==> src/rtl/shli_pipe.sv <==
// -----------------------------------------------------------------------------
// shli_pipe: pipelined logical shift-left unit, result = lhs << rhs.
//
// The lhs and rhs channels are joined and each operation passes through a
// registered log2 barrel shifter. There are NUM_STAGES = $clog2(DATA_TYPE)
// stages, so the latency is NUM_STAGES cycles and the throughput is one
// operation per cycle.
//
// Handshake (valid/ready on every channel): a transfer happens on a rising
// clock edge where both valid and ready are high. A producer holds its
// valid and data until that edge. The two input channels are joined. Neither
// is consumed alone, so each ready also depends on the partner's valid.
// Ready is combinational from result_ready. No path runs from lhs/rhs data to
// any output.
//
// Optional feature: define SHLI_PIPE_OVERFLOW_EN to add result_overflow. It is
// set when a '1' bit of lhs is shifted out past the MSB.
//
// Ports:
//   clk             in   clock, rising edge
//   rst             in   asynchronous, active-high reset
//   lhs             in   [DATA_TYPE] value to shift
//   lhs_valid/ready in/out lhs channel handshake
//   rhs             in   [DATA_TYPE] unsigned shift amount
//   rhs_valid/ready in/out rhs channel handshake
//   result          out  [DATA_TYPE] shifted value
//   result_valid    out  result channel valid
//   result_ready    in   downstream ready
//   result_overflow out  (SHLI_PIPE_OVERFLOW_EN only) qualified by result_valid
// -----------------------------------------------------------------------------
module shli_pipe #(
  parameter int DATA_TYPE = 32
) (
  input  logic                 clk,
  input  logic                 rst,
  input  logic [DATA_TYPE-1:0] lhs,
  input  logic                 lhs_valid,
  output logic                 lhs_ready,
  input  logic [DATA_TYPE-1:0] rhs,
  input  logic                 rhs_valid,
  output logic                 rhs_ready,
  output logic [DATA_TYPE-1:0] result,
  output logic                 result_valid,
  input  logic                 result_ready
`ifdef SHLI_PIPE_OVERFLOW_EN
  ,
  output logic                 result_overflow
`endif
);

  localparam int NUM_STAGES = $clog2(DATA_TYPE);
  localparam logic [DATA_TYPE-1:0] ALL_ONES = '1;

  // Per-stage registers
  logic [NUM_STAGES-1:0] r_valid;
  logic [NUM_STAGES-1:0] r_zero;
  logic [DATA_TYPE-1:0]  r_data [NUM_STAGES];
  logic [NUM_STAGES-1:0] r_amt  [NUM_STAGES];
`ifdef SHLI_PIPE_OVERFLOW_EN
  logic [NUM_STAGES-1:0] r_ovf;
`endif

  logic [NUM_STAGES-1:0] w_load;
  logic                  w_accept;
  logic                  w_zero0;
  logic [DATA_TYPE-1:0]  w_data0;
  logic                  w_ovf0;
  logic                  w_unused_amt;

  // Stage k may load if it, or any later stage, is empty, or if the output
  // drains. This closed form replaces the recursive chain
  // load_k = ~valid_k | load_{k+1}.
  for (genvar k = 0; k < NUM_STAGES; k++) begin : g_load
    assign w_load[k] = result_ready | ~(&r_valid[NUM_STAGES-1:k]);
  end

  assign w_accept  = lhs_valid & rhs_valid & w_load[0];
  assign lhs_ready = rhs_valid & w_load[0];
  assign rhs_ready = lhs_valid & w_load[0];

  // Stage 0 applies rhs[0] directly. Any set bit at or above NUM_STAGES means
  // the shift is at least 2^NUM_STAGES >= DATA_TYPE, so the result is zero.
  always_comb begin
    w_zero0 = |rhs[DATA_TYPE-1:NUM_STAGES];
    w_data0 = rhs[0] ? (lhs << 1) : lhs;
    w_ovf0  = (rhs[0] & lhs[DATA_TYPE-1]) | (w_zero0 & (|lhs));
  end

  // Bit 0 of every amount register, and all of the last stage's amount
  // register, are never used as shift controls.
  always_comb begin
    w_unused_amt = 1'b0;
    for (int k = 0; k < NUM_STAGES; k++) begin
      w_unused_amt = w_unused_amt ^ (^r_amt[k]);
    end
  end

  always_ff @(posedge clk or posedge rst) begin
    if (rst) begin
      r_valid <= '0;
      r_zero  <= '0;
`ifdef SHLI_PIPE_OVERFLOW_EN
      r_ovf   <= '0;
`endif
      for (int k = 0; k < NUM_STAGES; k++) begin
        r_data[k] <= '0;
        r_amt[k]  <= '0;
      end
    end else begin
      if (w_load[0]) begin
        r_valid[0] <= w_accept;
        r_data[0]  <= w_data0;
        r_amt[0]   <= rhs[NUM_STAGES-1:0];
        r_zero[0]  <= w_zero0;
`ifdef SHLI_PIPE_OVERFLOW_EN
        r_ovf[0]   <= w_ovf0;
`endif
      end
      for (int k = 1; k < NUM_STAGES; k++) begin
        if (w_load[k]) begin
          r_valid[k] <= r_valid[k-1];
          r_data[k]  <= r_amt[k-1][k] ? (r_data[k-1] << (1 << k)) : r_data[k-1];
          r_amt[k]   <= r_amt[k-1];
          r_zero[k]  <= r_zero[k-1];
`ifdef SHLI_PIPE_OVERFLOW_EN
          // The top 2^k bits are lost when this stage shifts.
          r_ovf[k]   <= r_ovf[k-1] |
                        (r_amt[k-1][k] & (|(r_data[k-1] & ~(ALL_ONES >> (1 << k)))));
`endif
        end
      end
    end
  end

  assign result_valid = r_valid[NUM_STAGES-1];
  assign result       = r_zero[NUM_STAGES-1] ? '0 : r_data[NUM_STAGES-1];
`ifdef SHLI_PIPE_OVERFLOW_EN
  assign result_overflow = r_ovf[NUM_STAGES-1];
`else
  // The overflow term is computed only when the feature is built in.
  logic w_unused_ovf0;
  assign w_unused_ovf0 = w_ovf0 ^ ALL_ONES[0];
`endif

endmodule

==> config.mk <==
export PLATFORM = sky130hd
export DESIGN_NAME = shli_pipe
export DESIGN_NICKNAME = d
export VERILOG_FILES = /design/src/rtl/shli_pipe.sv
export SDC_FILE = /design/constraint.sdc
export NUM_CORES = 1
export LEC_CHECK = 0
export CORE_UTILIZATION = 33
export DETAILED_ROUTE_END_ITERATION = 6
export DONT_BUFFER_PORTS = 1
export PLACE_DENSITY = 0.48
export RECOVER_POWER = 100
export SETUP_SLACK_MARGIN = 0.02
export SLEW_MARGIN = 20
export SYNTH_ARGS = -nofsm -noshare
export SYNTH_HDL_FRONTEND = slang
export SYNTH_SLANG_ARGS = --single-unit
==> constraint.sdc <==
create_clock -name clk -period 11.8 [get_ports clk]
set_input_delay 2.36 -clock clk [delete_from_list [all_inputs] [get_ports clk]]
set_output_delay 2.36 -clock clk [all_outputs]
set_load 0.01 [all_outputs]
==> metrics list <==
- Input and output buffers added on the ports amount to 0.
- In the final design database the tool counted around 840 nets.
* Detailed Route WL: between 15 and 20 mm
* Area share of the largest cell type after synthesis: between 50% and 60%
- Of all flip-flops after synthesis, the portion carrying an async set or reset was 100%.
- Critical path, cell by cell: and3b_2 > buf_4 > nand3_1 > and2_0
- The die covers around 26,000 um2.
* Setup TNS: 0 ps
- Global routing usage summed across all routing layers: about 15%
* Gate count of the mapped netlist: between 800 and 900
- In this run switching power makes up 26.6% of total power.
- Post-Synthesis Cell Area: between 8000 and 9000 um2
- Vias in the first global route: 5,519
- Cell area after layout: 9140 um2
- Fraction of the core area covered by cells at the end of the flow: between 30% and 40%
* Initial core utilization: roughly a third
- The number of antenna violations at the first check in global routing was 0.
* Sink count of the clock tree: 180
- After the flow finishes, the layout carries non-filler instances totaling between 1,000 and 1,500.
- Detailed router's first-iteration violation count: between 300 and 400
- Setup slack on the critical path of the routed design comes to ~4200 ps.
- Detailed routing inserted a total of around 5,400 vias.
- Clock latency on the worst-skew pair: 440 ps
* Gr ovfl total: 0
* Deepest clock path buffer count: 2
- After detailed routing, the number of remaining DRC violations is 0.
- Area leader, netlist: sky130_fd_sc_hd__dfrtp_1
* Antenna Nets Post-Route: 0
- Dividing the final minimum period by the clock period gives about two thirds.
- Setup repair after global routing left no endpoint under its margin.
- Once detailed placement completed, the half-perimeter wirelength came to approximately 13 mm.
- In this run, the combinational gates consume a little over a tenth of the power.
- Worst slew margin relative to its limit: -179%
- The pre-antenna-repair detailed-routing pass consisted of 5 iterations.
- Top cells by area in the synthesized netlist: sky130_fd_sc_hd__dfrtp_1, sky130_fd_sc_hd__mux2i_1, sky130_fd_sc_hd__o21ai_0
- Max stage delay cell, worst path: sky130_fd_sc_hd__nand3_1
- VDD sags by at most ~83 uV.
- Synth unique cells: 30
- The smallest clock period supported by the final layout is computed as 7630 ps.
- Violated checks: max-capacitance violations, max-slew violations
- Yosys mapped a number of flops with a built-in enable equal to 0.
* Predominant post-synthesis flop cell: sky130_fd_sc_hd__dfrtp_1
- Area post-placement: between 8000 and 9000 um2
- Fmax: between 0.1 and 0.15 GHz
* Number of I/O pins: approximately 100
- Clock tree synthesis selected as its root buffer the cell sky130_fd_sc_hd__clkbuf_16.
- Share of synthesized area occupied by flip-flops and latches: between 50% and 60%
- Total CTS buffers: 17
* Share of final-layout standard cells stronger than drive strength 1: approximately 7.1%
* Internal: approximately 1.1 mW
- Worst Tran Pin Value: between 4000 and 5000 ps
- After clock tree synthesis, the clock-pin slew on the worst setup and hold paths is ~70 ps.
* Number of gates resized after cts: 0
- Using the TritonRoute via totals, the vias-per-cell ratio works out to 4.90.
- CTS H-tree depth: 4
- Dividing total power by cell area gives a power density of approximately 160 nW/um2.
* Clock network power share: around two fifths
- The die is about 160 um tall.
- FP Rows: 58
- Tightest Hold Check Type: reg2reg
* Worst endpoint data arrival time: approximately 5300 ps
- Prior to clock tree synthesis, the placed netlist has a worst setup slack of slightly above 5000 ps.
- When the netlist entered floorplanning its net count stood at 876.
- Antenna fix cells: 0
- Buffers inserted to repair hold after CTS numbered 0.
* Startpoint kind of the worst setup timing path: input port
* First-pass GRT wire length: roughly 30 mm
* Syn_area_per_cell: 10.4 um2
* P_sw: 400 uW
* FF+latch count, synth: 180
* Final setup vio count: 0
- Number of buffers added for setup after CTS: 0
- Area delta synth->final: 8.75%
- The floorplan step set the die width to roughly 160 um.
- Post-Route Skew: between 10 and 15 ps
- The final max-slew violation count is roughly 360.
- Highest cell delay on the worst timing path: about 1300 ps
- Critical path start-end classification: in2out
- The congestion estimate from routability-driven global placement came to between 0.7 and 0.8.
- Leakage power: approximately 3.8 nW
- The worst setup path is captured at an output pin.
- Number of maximum-capacitance violations: 6
- Cell count after placement: between 1,000 and 1,500
- The most common cell in the synthesized netlist is sky130_fd_sc_hd__dfrtp_1.
* Count of yosys warnings during synthesis: 0
- Clock tree from TritonCTS: built
- Status: complete, but fails checks
* Top cells by count, synth: sky130_fd_sc_hd__dfrtp_1, sky130_fd_sc_hd__mux2i_1, sky130_fd_sc_hd__o21ai_0
- The core region is about 25,000 um2.
* Maximum number of pins on one net before global-route repair: 97
- Sequential fraction of design power: between 50% and 60%
- For the worst setup path, the data required time is 9440 ps.
- After detailed routing, the average wire length per cell comes to about 17 um.
- In this run the worst path has a maximum fanout of 91.
* Final Hold Vio Count: 0
-- metrics by stage --
| step | hold WS (ps) | total power, mW |
|---|---|---|
| after floorplan | 435 | 0.877 |
| after global placement | 458 | 0.923 |
| after detailed placement | 465 | 0.930 |
| after CTS | 480 | 1.53 |
| after global routing | 496 | 1.58 |
| final | 473 | 1.50 |
-- layer usage --
layer / part of all wire, % / GRT usage (%) / vias up
li1: - / - / 2737
met1: 52 / 22.1 / 2577
met2: 43 / 21.6 / 109
met3: 3.7 / 3.11 / 12
met4: 0.68 / 4.12 / 0
met5: 0 / 0 / -
-- cell families after synthesis --
group           after synthesis  share of synthesized area, %
buf+inv                      71                          4.08
flops                       180                          53.6
mux                         142                          17.2
simple gates                261                          16.0
compound gates              153                          9.12
-- worst max-delay path, delay by kind of cell --
family / cells / cell delay (ps)
buf+inv: 1 / 650
simple gates: 3 / 2210
-- path summary, 6_finish.rpt --
check | cells past startpoint | start | endpoint | slack (ps)
setup / recovery | 4 | result_ready | rhs_ready | 4170
hold / removal | 2 | r_data[15] | r_data[15] | 470
setup reg to reg | 4 | r_valid[4] | r_amt[17] | 7680
hold reg to reg | 2 | r_data[15] | r_data[15] | 470
max in group asynchronous | 2 | rst | r_data[98] | 6780
min in group asynchronous | 1 | rst | r_data[46] | 3050
-- power groups by stage --
| stage | logic (mW) | registers, mW | clock network, mW |
|---|---|---|---|
| 4_1_cts | 0.161 | 0.757 | 0.608 |
| 2_1_floorplan | 0.136 | 0.741 | 0 |
| 3_3_place_gp | 0.157 | 0.766 | 0 |
| 3_5_place_dp | 0.161 | 0.769 | 0 |
| 5_1_grt | 0.180 | 0.768 | 0.631 |
| 6_report | 0.156 | 0.756 | 0.593 |
-- state kept, by name (all words and copies together), names as in the netlist --
register and flops:
r_amt 10, r_valid 5, r_zero 5, r_data 160
-- layout by cell type, fill, tap and decap left out, types with 2 or more instances in the layout --
master                       count
sky130_fd_sc_hd__clkinvlp_4      3
sky130_fd_sc_hd__and2_0          2
sky130_fd_sc_hd__clkbuf_1        3
sky130_fd_sc_hd__nand3_1        33
sky130_fd_sc_hd__clkinv_4        4
sky130_fd_sc_hd__nand2b_1       23
sky130_fd_sc_hd__bufinv_16       3
sky130_fd_sc_hd__inv_6           3
sky130_fd_sc_hd__buf_4           6
sky130_fd_sc_hd__clkbuf_16      17
sky130_fd_sc_hd__nor2b_1        34
sky130_fd_sc_hd__nor4_1         38
sky130_fd_sc_hd__or2_2           2
sky130_fd_sc_hd__a21oi_1        31
sky130_fd_sc_hd__mux2i_1       129
sky130_fd_sc_hd__dfrtp_1       180
sky130_fd_sc_hd__nand3b_1        8
sky130_fd_sc_hd__mux2_2         11
sky130_fd_sc_hd__mux2_1          2
sky130_fd_sc_hd__o21ai_0       120
sky130_fd_sc_hd__nand2_1       112
-- area by class of cell --
cell class / instances / area [um2]
Fill cell: 2596 / 16000
Clock inverter: 13 / 174
Tap cell: 330 / 413
Clock buffer: 19 / 443
Sequential cell: 180 / 4500
Timing Repair Buffer: 9 / 63.8
Inverter: 2 / 8.76
Multi-Input combinational cell: 556 / 3540
Note: power is estimated with default switching activity, not from simulation.
